### config.mk
export PLATFORM = sky130hd
export DESIGN_NAME = i_deser_align
export DESIGN_NICKNAME = d
export VERILOG_FILES = /design/src/rtl/i_deser_align.sv
export SDC_FILE = /design/constraint.sdc
export NUM_CORES = 1
export LEC_CHECK = 0
export CORE_AREA = 2 2 39 41
export DETAILED_ROUTE_END_ITERATION = 6
export DIE_AREA = 0 0 41 43
export MAX_ROUTING_LAYER = met4
export SETUP_SLACK_MARGIN = 0.1
export SLEW_MARGIN = 20
export SYNTH_ARGS = -nofsm -noshare
export SYNTH_HDL_FRONTEND = slang
export SYNTH_SLANG_ARGS = --single-unit
### constraint.sdc
create_clock -name CLK_IN -period 2.4 [get_ports CLK_IN]
set_input_delay 0.48 -clock CLK_IN [delete_from_list [all_inputs] [get_ports CLK_IN]]
set_output_delay 0.48 -clock CLK_IN [all_outputs]
set_load 0.02 [all_outputs]
### src/rtl/i_deser_align.sv
// Serial-to-parallel deserialiser with word alignment by manual bitslip ("NONE")
// or by hunting for a training pattern ("AUTO").
module i_deser_align #(
    parameter int unsigned WIDTH         = 4,
    parameter string       ALIGN_MODE    = "NONE",
    parameter logic [9:0]  TRAIN_PATTERN = 10'h1A6,
    parameter int unsigned LOCK_COUNT    = 4
) (
    input  logic             CLK_IN,
    input  logic             RST,
    input  logic             D,
    input  logic             EN,
    input  logic             BITSLIP_ADJ,
    output logic [WIDTH-1:0] Q,
    output logic             DATA_VALID,
    output logic             DPA_LOCK,
    output logic             DPA_ERROR
);

    localparam int unsigned      CNT_W   = $clog2(WIDTH);
    localparam bit               AUTO    = (ALIGN_MODE == "AUTO");
    localparam logic [WIDTH-1:0] PATTERN = TRAIN_PATTERN[WIDTH-1:0];

    if (WIDTH < 3 || WIDTH > 10) begin : g_bad_width
        $error("i_deser_align: WIDTH must be in 3..10");
    end
    if (LOCK_COUNT < 1 || LOCK_COUNT > 15) begin : g_bad_lock_count
        $error("i_deser_align: LOCK_COUNT must be in 1..15");
    end
    if (ALIGN_MODE != "NONE" && ALIGN_MODE != "AUTO") begin : g_bad_mode
        $error("i_deser_align: ALIGN_MODE must be \"NONE\" or \"AUTO\"");
    end

    typedef enum logic [1:0] {HUNT, SETTLE, LOCKED, ERROR} state_t;

    // The newest bit of a word is taken straight from D, so only WIDTH-1 older bits are stored.
    logic [WIDTH-2:0] shreg;
    logic [CNT_W-1:0] bit_cnt;
    logic             slip_pend;
    logic             adj_q;
    logic [3:0]       match_cnt;
    logic [3:0]       slip_cnt;
    state_t           state;

    logic             adj_rise_c;
    logic [WIDTH-1:0] word_c;
    logic             word_done_c;
    logic             hunt_slip_c;
    logic             slip_req_c;

    assign adj_rise_c  = BITSLIP_ADJ & ~adj_q;
    assign word_c      = {shreg, D};
    assign word_done_c = EN && !slip_pend && (bit_cnt == CNT_W'(WIDTH - 1));
    assign hunt_slip_c = AUTO && !adj_rise_c && (state == HUNT) && DATA_VALID
                         && (Q != PATTERN) && (slip_cnt < 4'(WIDTH));
    assign slip_req_c  = AUTO ? hunt_slip_c : adj_rise_c;

    // Bit capture, word framing and slip handling
    always_ff @(posedge CLK_IN) begin
        if (RST) begin
            shreg      <= '0;
            bit_cnt    <= '0;
            slip_pend  <= 1'b0;
            adj_q      <= 1'b0;
            Q          <= '0;
            DATA_VALID <= 1'b0;
        end else begin
            adj_q      <= BITSLIP_ADJ;
            DATA_VALID <= word_done_c;
            if (EN) begin
                shreg <= word_c[WIDTH-2:0];
                if (slip_pend) begin
                    slip_pend <= 1'b0;
                end else if (word_done_c) begin
                    bit_cnt <= '0;
                end else begin
                    bit_cnt <= bit_cnt + CNT_W'(1);
                end
            end
            if (word_done_c) begin
                Q <= word_c;
            end
            // A request arriving while one is still outstanding is dropped.
            if (slip_req_c && !slip_pend) begin
                slip_pend <= 1'b1;
            end
        end
    end

    // Training-pattern alignment FSM; judges each word while it is presented on Q
    always_ff @(posedge CLK_IN) begin
        if (RST || !AUTO || adj_rise_c) begin
            state     <= HUNT;
            match_cnt <= '0;
            slip_cnt  <= '0;
            DPA_LOCK  <= 1'b0;
            DPA_ERROR <= 1'b0;
        end else begin
            case (state)
                HUNT: begin
                    if (DATA_VALID) begin
                        if (Q == PATTERN) begin
                            match_cnt <= match_cnt + 4'd1;
                            if (match_cnt + 4'd1 == 4'(LOCK_COUNT)) begin
                                state    <= LOCKED;
                                DPA_LOCK <= 1'b1;
                            end
                        end else if (slip_cnt < 4'(WIDTH)) begin
                            match_cnt <= '0;
                            slip_cnt  <= slip_cnt + 4'd1;
                            state     <= SETTLE;
                        end else begin
                            state     <= ERROR;
                            DPA_ERROR <= 1'b1;
                        end
                    end
                end
                // The first word after a slip is passed through but not judged.
                SETTLE: begin
                    if (DATA_VALID) begin
                        state <= HUNT;
                    end
                end
                default: begin
                end
            endcase
        end
    end

endmodule
# Word level (Yosys, flattened, before mapping)
# Index checks and enable logic that the tools add are counted.
[totals]
word_cells = 20
in_bits = 5
output_inout_bits = 7
register_bits = 12
[op_classes]
reduce_logical = 6
addsub = 1
eq_ne = 1
bitwise_logic = 3
n_mux = 3
[ops]
columns = ["operator", "n"]
rows = [
  ["1-bit logical AND", 3],
  ["2-bit by 1-bit adder with 2-bit output, second input constant", 1],
  ["2-bit equality test, second input constant", 1],
  ["1-bit 2-to-1 mux", 2],
  ["2-bit 2-to-1 mux", 1],
  ["1-bit inverter", 2],
  ["2-bit AND reduction", 1],
  ["2-bit nonzero test", 1],
  ["1-bit bitwise AND", 1],
  ["1-bit logical NOT", 1],
]

# Longest topological paths before layout
# Gate-level depths: netlist of run 1.
[logic_depth]
ltp_word = 4
depth_mapped = 4
depth_no_buf = 4

# Worst setup path before layout of run 1
# No wires, ideal clock.
[synth_path]
path_type = "input to register"
start = "input EN"
end = "register bit_cnt[0]"
t_required_ns = 2.272
t_arrival_ns = 0.964
setup_time_ns = 0.128
cell_stages = 4
path_slack_ns = 1.308
path_buffers = 1
cell_sequence = "buf_6 > and2b_4 > mux2i_1 > nor2_1"
[synth_between]
elab_chain_len = 3
word_cells_on_any_way = 4
classes_between = "mux (1); reduce/logical (3)"
[synth_rtl]
columns = ["item", "line", "rtl"]
rows = [
  ["start: declaration", "12", "input logic EN,"],
  ["1-bit logical AND (2 in a row)", "53", "assign word_done_c = EN && !slip_pend && (bit_cnt == CNT_W'(WIDTH - 1));"],
  ["2-bit 2-to-1 mux", "74", "end else if (word_done_c) begin"],
  ["end signal: assignment", "77", "bit_cnt <= bit_cnt + CNT_W'(1);"],
  ["end: declaration", "38", "logic [CNT_W-1:0] bit_cnt;"],
]
# Parallel ways exist; a longest one is shown, timed or not.
# A chain may end at the register's enable or synchronous reset.

# Worst setup path after layout of run 1
[layout_path]
start = "register Q[1]"
end = "output Q[1]"
[layout_rtl]
columns = ["item", "line", "rtl"]
rows = [
  ["start: declaration", "14", "output logic [WIDTH-1:0] Q,"],
  ["start signal: assignment", "81", "Q <= word_c;"],
]
# No word-level cell between the ends.

==> results.ini, run 1 <==
[grt]
grt_max_degree = 13
grt_antenna_before_repair = 0
grt_pass1_vias = 308
track_usage_pct = 11.55
grt_pass1_wl_um = 1221
grt_overflow = 0

[route]
drt_iter0_markers = 2
wl_um = 766
wl_per_cell_um = 10.21
ant_nets = 0
drc = 0
avgViaCountPerCell = 4.560
vias = 342
firstDrtPassIters = 2

[clocking]
cts_setup_buffers = 0
numCtsBuffers = 3
cts_buffer_depth = 2
clock-sinks = 12
post_cts_resized = 0
h-tree-depth = 1
cts_tree = done
hold_buffers = 0
root_buffer = clkbuf_4
clkLatencyLatePin_ns = 0.27
path_clk_slew_ns = 0.07

[yosys]
synthXorXnorAreaFrac_pct = 0
syn-cell-area_um2 = 461.7
synthDominantCellAreaShare_pct = 52.03
synth_top_family_by_area = simple AND/OR/NAND/NOR gates
synthTopCellsByArea = dfxtp_1, mux2i_1, a21oi_1, nor2_1, nand3_1
yosys.area.top_type = dfxtp_1
synth_seq_cells = 12
synthSimpleGateAreaFrac_pct = 20.87
ys.warnings.count = 0
synth_flop_cell = dfxtp_1
async_flop_share_pct = 0
synth-compound-area-share_pct = 7.588
synthCells = 50
yosysSeqAreaShare_pct = 52.03
synth_common_cells = dfxtp_1, nor2_1, a21oi_1
synth_fa_ha_area_share_pct = 2.710
synth_mux_area_share_pct = 8.672
synth.most_common_cell = dfxtp_1
synth.distinct_cells = 17
avgSynthCellArea_um2 = 9.234
synth-edff-count = 0

[critical_path]
cp-start-kind = register
r2r_slack_ns = 1.30
crit_chain = clkdlybuf4s50_1
crit_fanout = 2
arrival_ns = 1.20
crit_path_top_delay_cell = clkdlybuf4s50_1
end_kind = primary output
critPathMaxStageDelay_ns = 0.60
crit_buf_inv = 1
required_ns = 1.92
critPathKind = reg2out
critPathTopFamily = buffers and inverters

[floorplanning]
die_x_um = 41
start_util_pct = 33.36
die_area_mm2 = 0.001763
die_h_um = 43
num_io_pins = 12
coreArea_mm2 = 0.001384
rows = 14

[hold_path]
min_path_type = reg2reg

[final_layout]
fillCellCount = 153
diodes = 0
stdcell_area_um2 = 568.0
fin_nets = 67
area_growth_pct = 23.04
layout-drive-gt1-share_pct = 6.780

[sta]
slew_viol_final = 0
rsz0062_at_grt = no
tns_ns = 0
setup_viol = 0
fin_crit_ns = 1.679
fmax_mhz = 595.5
fin_skew_ns = 0.001698
hold-worst-slack_ns = 0.4546
worst_slack_ns = 0.7207
timing.final.hold_violations = 0
fin_crit_sh_pct = 69.97

[run_status]
status = finished clean

[power_and_ir_drop]
p_leak_nw = 0.2219
power_density_mw_per_mm2 = 644.5
peakVddDrop_mv = 0.1623
p_total_mw = 0.3661

[place]
placed_area_um2 = 545.5
post-place-ws_ns = 0.6956
port_buffers = 9
gp_congestion = 0.6890

[run]
max-cap-violations = 0

[layer usage]
layer | GRT usage, % | vias to the layer above | routed length (um)
met5 | - | - | 0
met4 | 14.00 | 0 | 36
met3 | 3.141 | 5 | 36
met2 | 17.19 | 11 | 375
met1 | 9.709 | 144 | 317
li1 | - | 182 | -
[layout by cell type, fill, tap and decap left out, types with 2 or more instances in the layout]
cell type / n
dfxtp_1: 12
clkdlybuf4s50_1: 9
nor2_1: 7
a21oi_1: 6
nand2_1: 5
nand3_1: 4
mux2i_1: 4
clkbuf_4: 3
conb_1: 2
[report_power, final]
group / internal, mW / total [mW] / switching, mW / leakage [nW]
Clock: 0.0581 / 0.121 / 0.0626 / 0.0138
Combinational: 0.0168 / 0.0342 / 0.0174 / 0.110
Sequential: 0.206 / 0.211 / 0.00482 / 0.0978
[stage by stage]
step | cells | util [%]
6_report | 75 | 41.05
4_1_cts | 75 | 41.05
2_1_floorplan | 51 | -
3_3_place_gp | 72 | 39.42
5_1_grt | 75 | 41.05
3_5_place_dp | 72 | 39.42
[final cells by class]
class | instances | area [um2] | area share [%]
clock buffers | 3 | 22.52 | 3.965
inverters | 1 | 3.754 | 0.6608
multi-input cells | 34 | 191.4 | 33.70
flip-flops and latches | 12 | 240.2 | 42.29
well taps | 16 | 20.02 | 3.524
repair buffers | 9 | 90.09 | 15.86
[logic make-up after synthesis]
logic type               after synthesis
buffers and inverters                  5
other                                  1
AO/OA/AOI/OAI                          7
adder cells (fa/ha/maj)                1
flip-flops                            12
AND/OR/NAND/NOR                       20
multiplexers                           4
[worst paths after layout]
path / start / end / depth (start not counted)
setup / recovery: Q[1] / Q[1] / 1
hold / removal: Q[0] / Q[0] / 2
setup reg to reg: bit_cnt[0] / Q[2] / 4
hold reg to reg: Q[0] / Q[0] / 2
[sequential cells by signal, summed over array words and instances (netlist names)]
signal and count:
bit_cnt 2, slip_pend 1, Q 4, adj_q 1, DATA_VALID 1, shreg 3
(Power assumes the default switching activity.)
==> run 2, diff against run 1 <==
==> constraint.sdc (replaced) <==
create_clock -name CLK_IN -period 1.7 [get_ports CLK_IN]
set_input_delay 0.34 -clock CLK_IN [delete_from_list [all_inputs] [get_ports CLK_IN]]
set_output_delay 0.34 -clock CLK_IN [all_outputs]
set_load 0.02 [all_outputs]
==> run 2 against run 1 <==
Die area did not move. Clock skew rose by 0.0028 ns. Cell count rose by 1.3%. Critical path depth did not move. Utilization rose by 0.54 points. Sequential power rose by 41%.
==> results.ini, run 2 (synthesis results as in run 1) <==
[route]
wl_per_cell_um = 10.46  ; was 10.21 um
drt_iter0_markers = 2  ; unchanged
drc = 0  ; unchanged
avgViaCountPerCell = 4.645  ; was 4.560
wl_um = 795  ; was 766 um
firstDrtPassIters = 2  ; unchanged
ant_nets = 0  ; unchanged
vias = 353  ; was 342

[clocking]
root_buffer = clkbuf_4  ; unchanged
numCtsBuffers = 3  ; unchanged
cts_setup_buffers = 0  ; unchanged
clock-sinks = 12  ; unchanged
post_cts_resized = 0  ; unchanged
cts_tree = done  ; unchanged
clkLatencyLatePin_ns = 0.26  ; was 0.27 ns
h-tree-depth = 1  ; unchanged
path_clk_slew_ns = 0.07  ; about the same
hold_buffers = 0  ; unchanged
cts_buffer_depth = 2  ; unchanged

[sta]
hold-worst-slack_ns = 0.4533  ; was 0.4546 ns
fin_crit_sh_pct = 89.97
slew_viol_final = 0  ; unchanged
rsz0062_at_grt = no  ; unchanged
setup_viol = 0  ; unchanged
timing.final.hold_violations = 0  ; unchanged
worst_slack_ns = 0.1706  ; was 0.7207 ns
fin_skew_ns = 0.004545  ; was 0.001698 ns
tns_ns = 0  ; unchanged
fmax_mhz = 653.8
fin_crit_ns = 1.529

[power_and_ir_drop]
combinationalPowerShare_pct = 9.8  ; was 9.3%
p_clk_share_pct = 32.1  ; was 33.0%
power.switching_mw = 0.1150  ; was 0.08485 mW
peakVddDrop_mv = 0.3316  ; was 0.1623 mV
p_leak_nw = 0.2267  ; was 0.2219 nW
seq_power_share_pct = 58.1  ; was 57.7%
internal_power_mw = 0.3982  ; was 0.2812 mW
p_sw_share_pct = 22.40  ; was 23.18%
p_total_mw = 0.5132  ; was 0.3661 mW
power_density_mw_per_mm2 = 891.6  ; was 644.5 mW/mm2

[final_layout]
layout.cells.most_common_list = dfxtp_1, clkdlybuf4s50_1, nor2_1  ; unchanged
fillCellCount = 147  ; was 153
postLayoutCoreUtil_pct = 41.59  ; was 41.05%
area_growth_pct = 24.66  ; was 23.04%
fin_nets = 68  ; was 67
reg.largest.list = Q (4), shreg (3), bit_cnt (2)  ; unchanged
fin_cells = 76  ; was 75
diodes = 0  ; unchanged
largest_reg_flops = 4  ; unchanged
regMostFlops = Q  ; unchanged
layout-drive-gt1-share_pct = 8.333  ; was 6.780%
final_common_cell = dfxtp_1  ; unchanged
stdcell_area_um2 = 575.6  ; was 568.0 um2

[critical_path]
critPathMaxStageDelay_ns = 0.60  ; about the same
crit_path_top_delay_cell = clkdlybuf4s50_1  ; unchanged
crit_chain = clkdlybuf4s50_1  ; unchanged
arrival_ns = 1.19  ; was 1.20 ns
crit_fanout = 2  ; unchanged
crit_buf_inv = 1  ; unchanged
critPathKind = reg2out  ; unchanged
critPathTopFamily = buffers and inverters  ; unchanged
required_ns = 1.36  ; was 1.92 ns
reg2reg_to = Q[2]  ; unchanged
end_kind = primary output  ; unchanged
rr_worst_depth = 4  ; unchanged
r2r_start = bit_cnt[0]  ; unchanged
r2r_slack_ns = 0.54  ; was 1.30 ns
cp-start-kind = register  ; unchanged

[place]
gp_congestion = 0.6677  ; was 0.6890
port_buffers = 9  ; unchanged
dp_cells = 73  ; was 72
post-place-ws_ns = 0.2590  ; was 0.6956 ns
hpwlAfterDp_um = 608.6
placed_area_um2 = 553.0  ; was 545.5 um2

[grt]
grt_overflow = 0  ; unchanged
grt_pass1_wl_um = 1283  ; was 1221 um
track_usage_pct = 11.55  ; unchanged
grt_max_degree = 13  ; unchanged
grt_antenna_before_repair = 0  ; unchanged
grt_pass1_vias = 315  ; was 308

[floorplanning]
die_area_mm2 = 0.001763  ; unchanged
rows = 14  ; unchanged
coreArea_mm2 = 0.001384  ; unchanged
start_util_pct = 33.36  ; unchanged
num_io_pins = 12  ; unchanged
die_h_um = 43  ; unchanged
die_x_um = 41  ; unchanged

[run_status]
status = finished clean  ; unchanged

[hold_path]
min_from = Q[0]  ; unchanged
holdPathEnd = Q[0]  ; unchanged
whs_path_depth = 2  ; unchanged
min_path_type = reg2reg  ; unchanged

[run]
max-cap-violations = 0  ; unchanged

run 2: cell type report:
type	count	area [um2]	share of cell area [%]
timing repair buffer	10	97.59	16.96
clock buffer	3	22.52	3.913
inverter	1	3.754	0.6522
multi-input combinational	34	191.4	33.26
sequential	12	240.2	41.74
tap	16	20.02	3.478
run 2: per-layer routing:
layer  up-vias  share of wire (%)  GRT usage (%)
li1        185                  -              -
met1       156                 46          12.94
met2        10                 47          15.94
met3         2                4.8          3.141
met4         0                1.8          10.00
met5         -                  0              -
run 2: worst max-delay path by stage:
stage | from | end | slack, ns | cells past startpoint
detailed placement | EN | bit_cnt[0] | 0.26 | 4
global placement | EN | bit_cnt[0] | 0.29 | 4
global route | Q[1] | Q[1] | 0.11 | 1
finish | Q[3] | Q[3] | 0.17 | 1
CTS | Q[3] | Q[3] | 0.15 | 1
floorplan | bit_cnt[0] | Q[0] | 0.71 | 4
run 2: power groups by stage:
stage | sequential, mW | combinational, mW | clock (mW)
3_3_place_gp | 0.305 | 0.0494 | 0
4_1_cts | 0.298 | 0.0504 | 0.175
5_1_grt | 0.299 | 0.0564 | 0.182
6_report | 0.298 | 0.0503 | 0.165
3_5_place_dp | 0.305 | 0.0502 | 0
2_1_floorplan | 0.303 | 0.0389 | 0
==> run 3, diff against run 2 <==
--- a/config.mk
+++ b/config.mk
@@ -5,9 +5,10 @@
 export SDC_FILE = /design/constraint.sdc
 export NUM_CORES = 1
 export LEC_CHECK = 0
-export CORE_AREA = 2 2 39 41
+export CORE_AREA = 5 5 42 44
+export CTS_CLUSTER_SIZE = 40
 export DETAILED_ROUTE_END_ITERATION = 6
-export DIE_AREA = 0 0 41 43
+export DIE_AREA = 0 0 47 49
 export MAX_ROUTING_LAYER = met4
 export SETUP_SLACK_MARGIN = 0.1
 export SLEW_MARGIN = 20
==> constraint.sdc (replaced) <==
create_clock -name CLK_IN -period 1.8 [get_ports CLK_IN]
set_input_delay 0.36 -clock CLK_IN [delete_from_list [all_inputs] [get_ports CLK_IN]]
set_output_delay 0.36 -clock CLK_IN [all_outputs]
set_load 0.02 [all_outputs]
==> run 3 against run 2 <==
Register-to-register slack improved by 0.13 ns. Utilization decreased by 1.1 points. Global-route usage decreased by 3.4 points. Critical path depth unchanged. Wire length decreased by 2.5%. Non-clock buffer count decreased by 1. Total power decreased by 6.4%. Clock skew decreased by 0.0033 ns. Worst setup slack improved by 0.082 ns. Die area increased by 31%. Cell area decreased by 1.3%. Critical endpoint unchanged.
==> results.ini, run 3 (synthesis results as in run 1) <==
[sta]
fin_skew_ns = 0.001278  ; was 0.004545 ns
timing.final.hold_violations = 0  ; unchanged
fin_crit_sh_pct = 85.99
fin_crit_ns = 1.548
tns_ns = 0  ; unchanged
rsz0062_at_grt = no  ; unchanged
fmax_mhz = 646.1
setup_viol = 0  ; unchanged
slew_viol_final = 0  ; unchanged

[final_layout]
layout-drive-gt1-share_pct = 6.780  ; was 8.333%
postLayoutCoreUtil_pct = 40.54  ; was 41.59%
area_growth_pct = 23.04  ; was 24.66%
diodes = 0  ; unchanged
layout.cells.most_common_list = dfxtp_1, clkdlybuf4s50_1, nor2_1  ; unchanged
regMostFlops = Q  ; unchanged
fin_nets = 67  ; was 68
reg.largest.list = Q (4), shreg (3), bit_cnt (2)  ; unchanged
fillCellCount = 143  ; was 147
largest_reg_flops = 4  ; unchanged
final_common_cell = dfxtp_1  ; unchanged
stdcell_area_um2 = 568.0  ; was 575.6 um2

[critical_path]
arrival_ns = 1.19  ; about the same
critPathKind = reg2out  ; unchanged
crit_buf_inv = 1  ; unchanged
critPathTopFamily = buffers and inverters  ; unchanged
crit_path_top_delay_cell = clkdlybuf4s50_1  ; unchanged
end_kind = primary output  ; unchanged
cp-start-kind = register  ; unchanged
critPathMaxStageDelay_ns = 0.60  ; about the same
required_ns = 1.44  ; was 1.36 ns
crit_chain = clkdlybuf4s50_1  ; unchanged
crit_fanout = 2  ; unchanged

[route]
avgViaCountPerCell = 4.493  ; was 4.645
wl_um = 775  ; was 795 um
drt_iter0_markers = 5  ; was 2
drc = 0  ; unchanged
wl_per_cell_um = 10.33  ; was 10.46 um
firstDrtPassIters = 4  ; was 2
ant_nets = 0  ; unchanged
vias = 337  ; was 353

[clocking]
clkLatencyLatePin_ns = 0.26  ; about the same
cts_setup_buffers = 0  ; unchanged
cts_tree = done  ; unchanged
cts_buffer_depth = 2  ; unchanged
hold_buffers = 0  ; unchanged
post_cts_resized = 0  ; unchanged
clock-sinks = 12  ; unchanged
numCtsBuffers = 3  ; unchanged
root_buffer = clkbuf_4  ; unchanged
h-tree-depth = 1  ; unchanged
path_clk_slew_ns = 0.07  ; about the same

[grt]
grt_antenna_before_repair = 0  ; unchanged
grt_max_degree = 13  ; unchanged
grt_pass1_wl_um = 1331  ; was 1283 um
grt_overflow = 0  ; unchanged
track_usage_pct = 8.177  ; was 11.55%
grt_pass1_vias = 339  ; was 315

[floorplanning]
start_util_pct = 32.95  ; was 33.36%
die_area_mm2 = 0.002303  ; was 0.001763 mm2
rows = 14  ; unchanged
num_io_pins = 12  ; unchanged
coreArea_mm2 = 0.001401  ; was 0.001384 mm2
die_x_um = 47  ; was 41 um
die_h_um = 49  ; was 43 um

[power_and_ir_drop]
power.switching_mw = 0.1057  ; was 0.1150 mW
p_sw_share_pct = 22.01  ; was 22.40%
power_density_mw_per_mm2 = 845.6  ; was 891.6 mW/mm2
seq_power_share_pct = 58.7  ; was 58.1%
combinationalPowerShare_pct = 9.4  ; was 9.8%
internal_power_mw = 0.3746  ; was 0.3982 mW
p_leak_nw = 0.2219  ; was 0.2267 nW
p_clk_share_pct = 31.9  ; was 32.1%
peakVddDrop_mv = 0.2849  ; was 0.3316 mV

[place]
gp_congestion = 0.7195  ; was 0.6677
placed_area_um2 = 545.5  ; was 553.0 um2
hpwlAfterDp_um = 595.7  ; was 608.6 um
port_buffers = 9  ; unchanged

[hold_path]
min_path_type = reg2reg  ; unchanged

[run]
max-cap-violations = 0  ; unchanged

[run_status]
status = finished clean  ; unchanged

-- run 3: worst paths after layout --
check                   from    to  slack, ns  cells past startpoint
setup / recovery        Q[3]  Q[3]       0.25                      1
hold / removal          Q[1]  Q[1]       0.45                      2
setup reg to reg  bit_cnt[0]  Q[1]       0.67                      4
hold reg to reg         Q[1]  Q[1]       0.45                      2
-- run 3: layout make-up --
cell class                      instances  area (um2)  share of cell area, %
Clock buffer                            3       22.52                  3.965
Sequential cell                        12       240.2                  42.29
Inverter                                1       3.754                 0.6608
Tap cell                               16       20.02                  3.524
Multi-Input combinational cell         34       191.4                  33.70
Timing Repair Buffer                    9       90.09                  15.86
-- run 3: power by group through the flow --
stage / clock (mW) / sequential [mW] / combinational (mW)
2_1_floorplan: 0 / 0.286 / 0.0367
3_3_place_gp: 0 / 0.288 / 0.0450
3_5_place_dp: 0 / 0.288 / 0.0453
4_1_cts: 0.162 / 0.282 / 0.0454
5_1_grt: 0.174 / 0.283 / 0.0514
6_report: 0.153 / 0.282 / 0.0451
-- run 3: metrics by stage --
step	setup WS, ns	hold slack [ns]	instances	total power [mW]
2_1_floorplan	0.8124	0.4291	51	0.3231
3_3_place_gp	0.2546	0.4438	72	0.3325
3_5_place_dp	0.2305	0.4464	72	0.3332
4_1_cts	0.2284	0.4558	75	0.4893
5_1_grt	0.1949	0.4774	75	0.5083
6_report	0.2521	0.4544	75	0.4803
-- run 3: layer usage --
metal	vias to the layer above	GRT usage, %	share of wire (%)
met5	-	-	0
met4	0	6.912	1.7
met2	9	11.76	47
met3	2	2.214	7.0
li1	181	-	-
met1	145	8.850	44
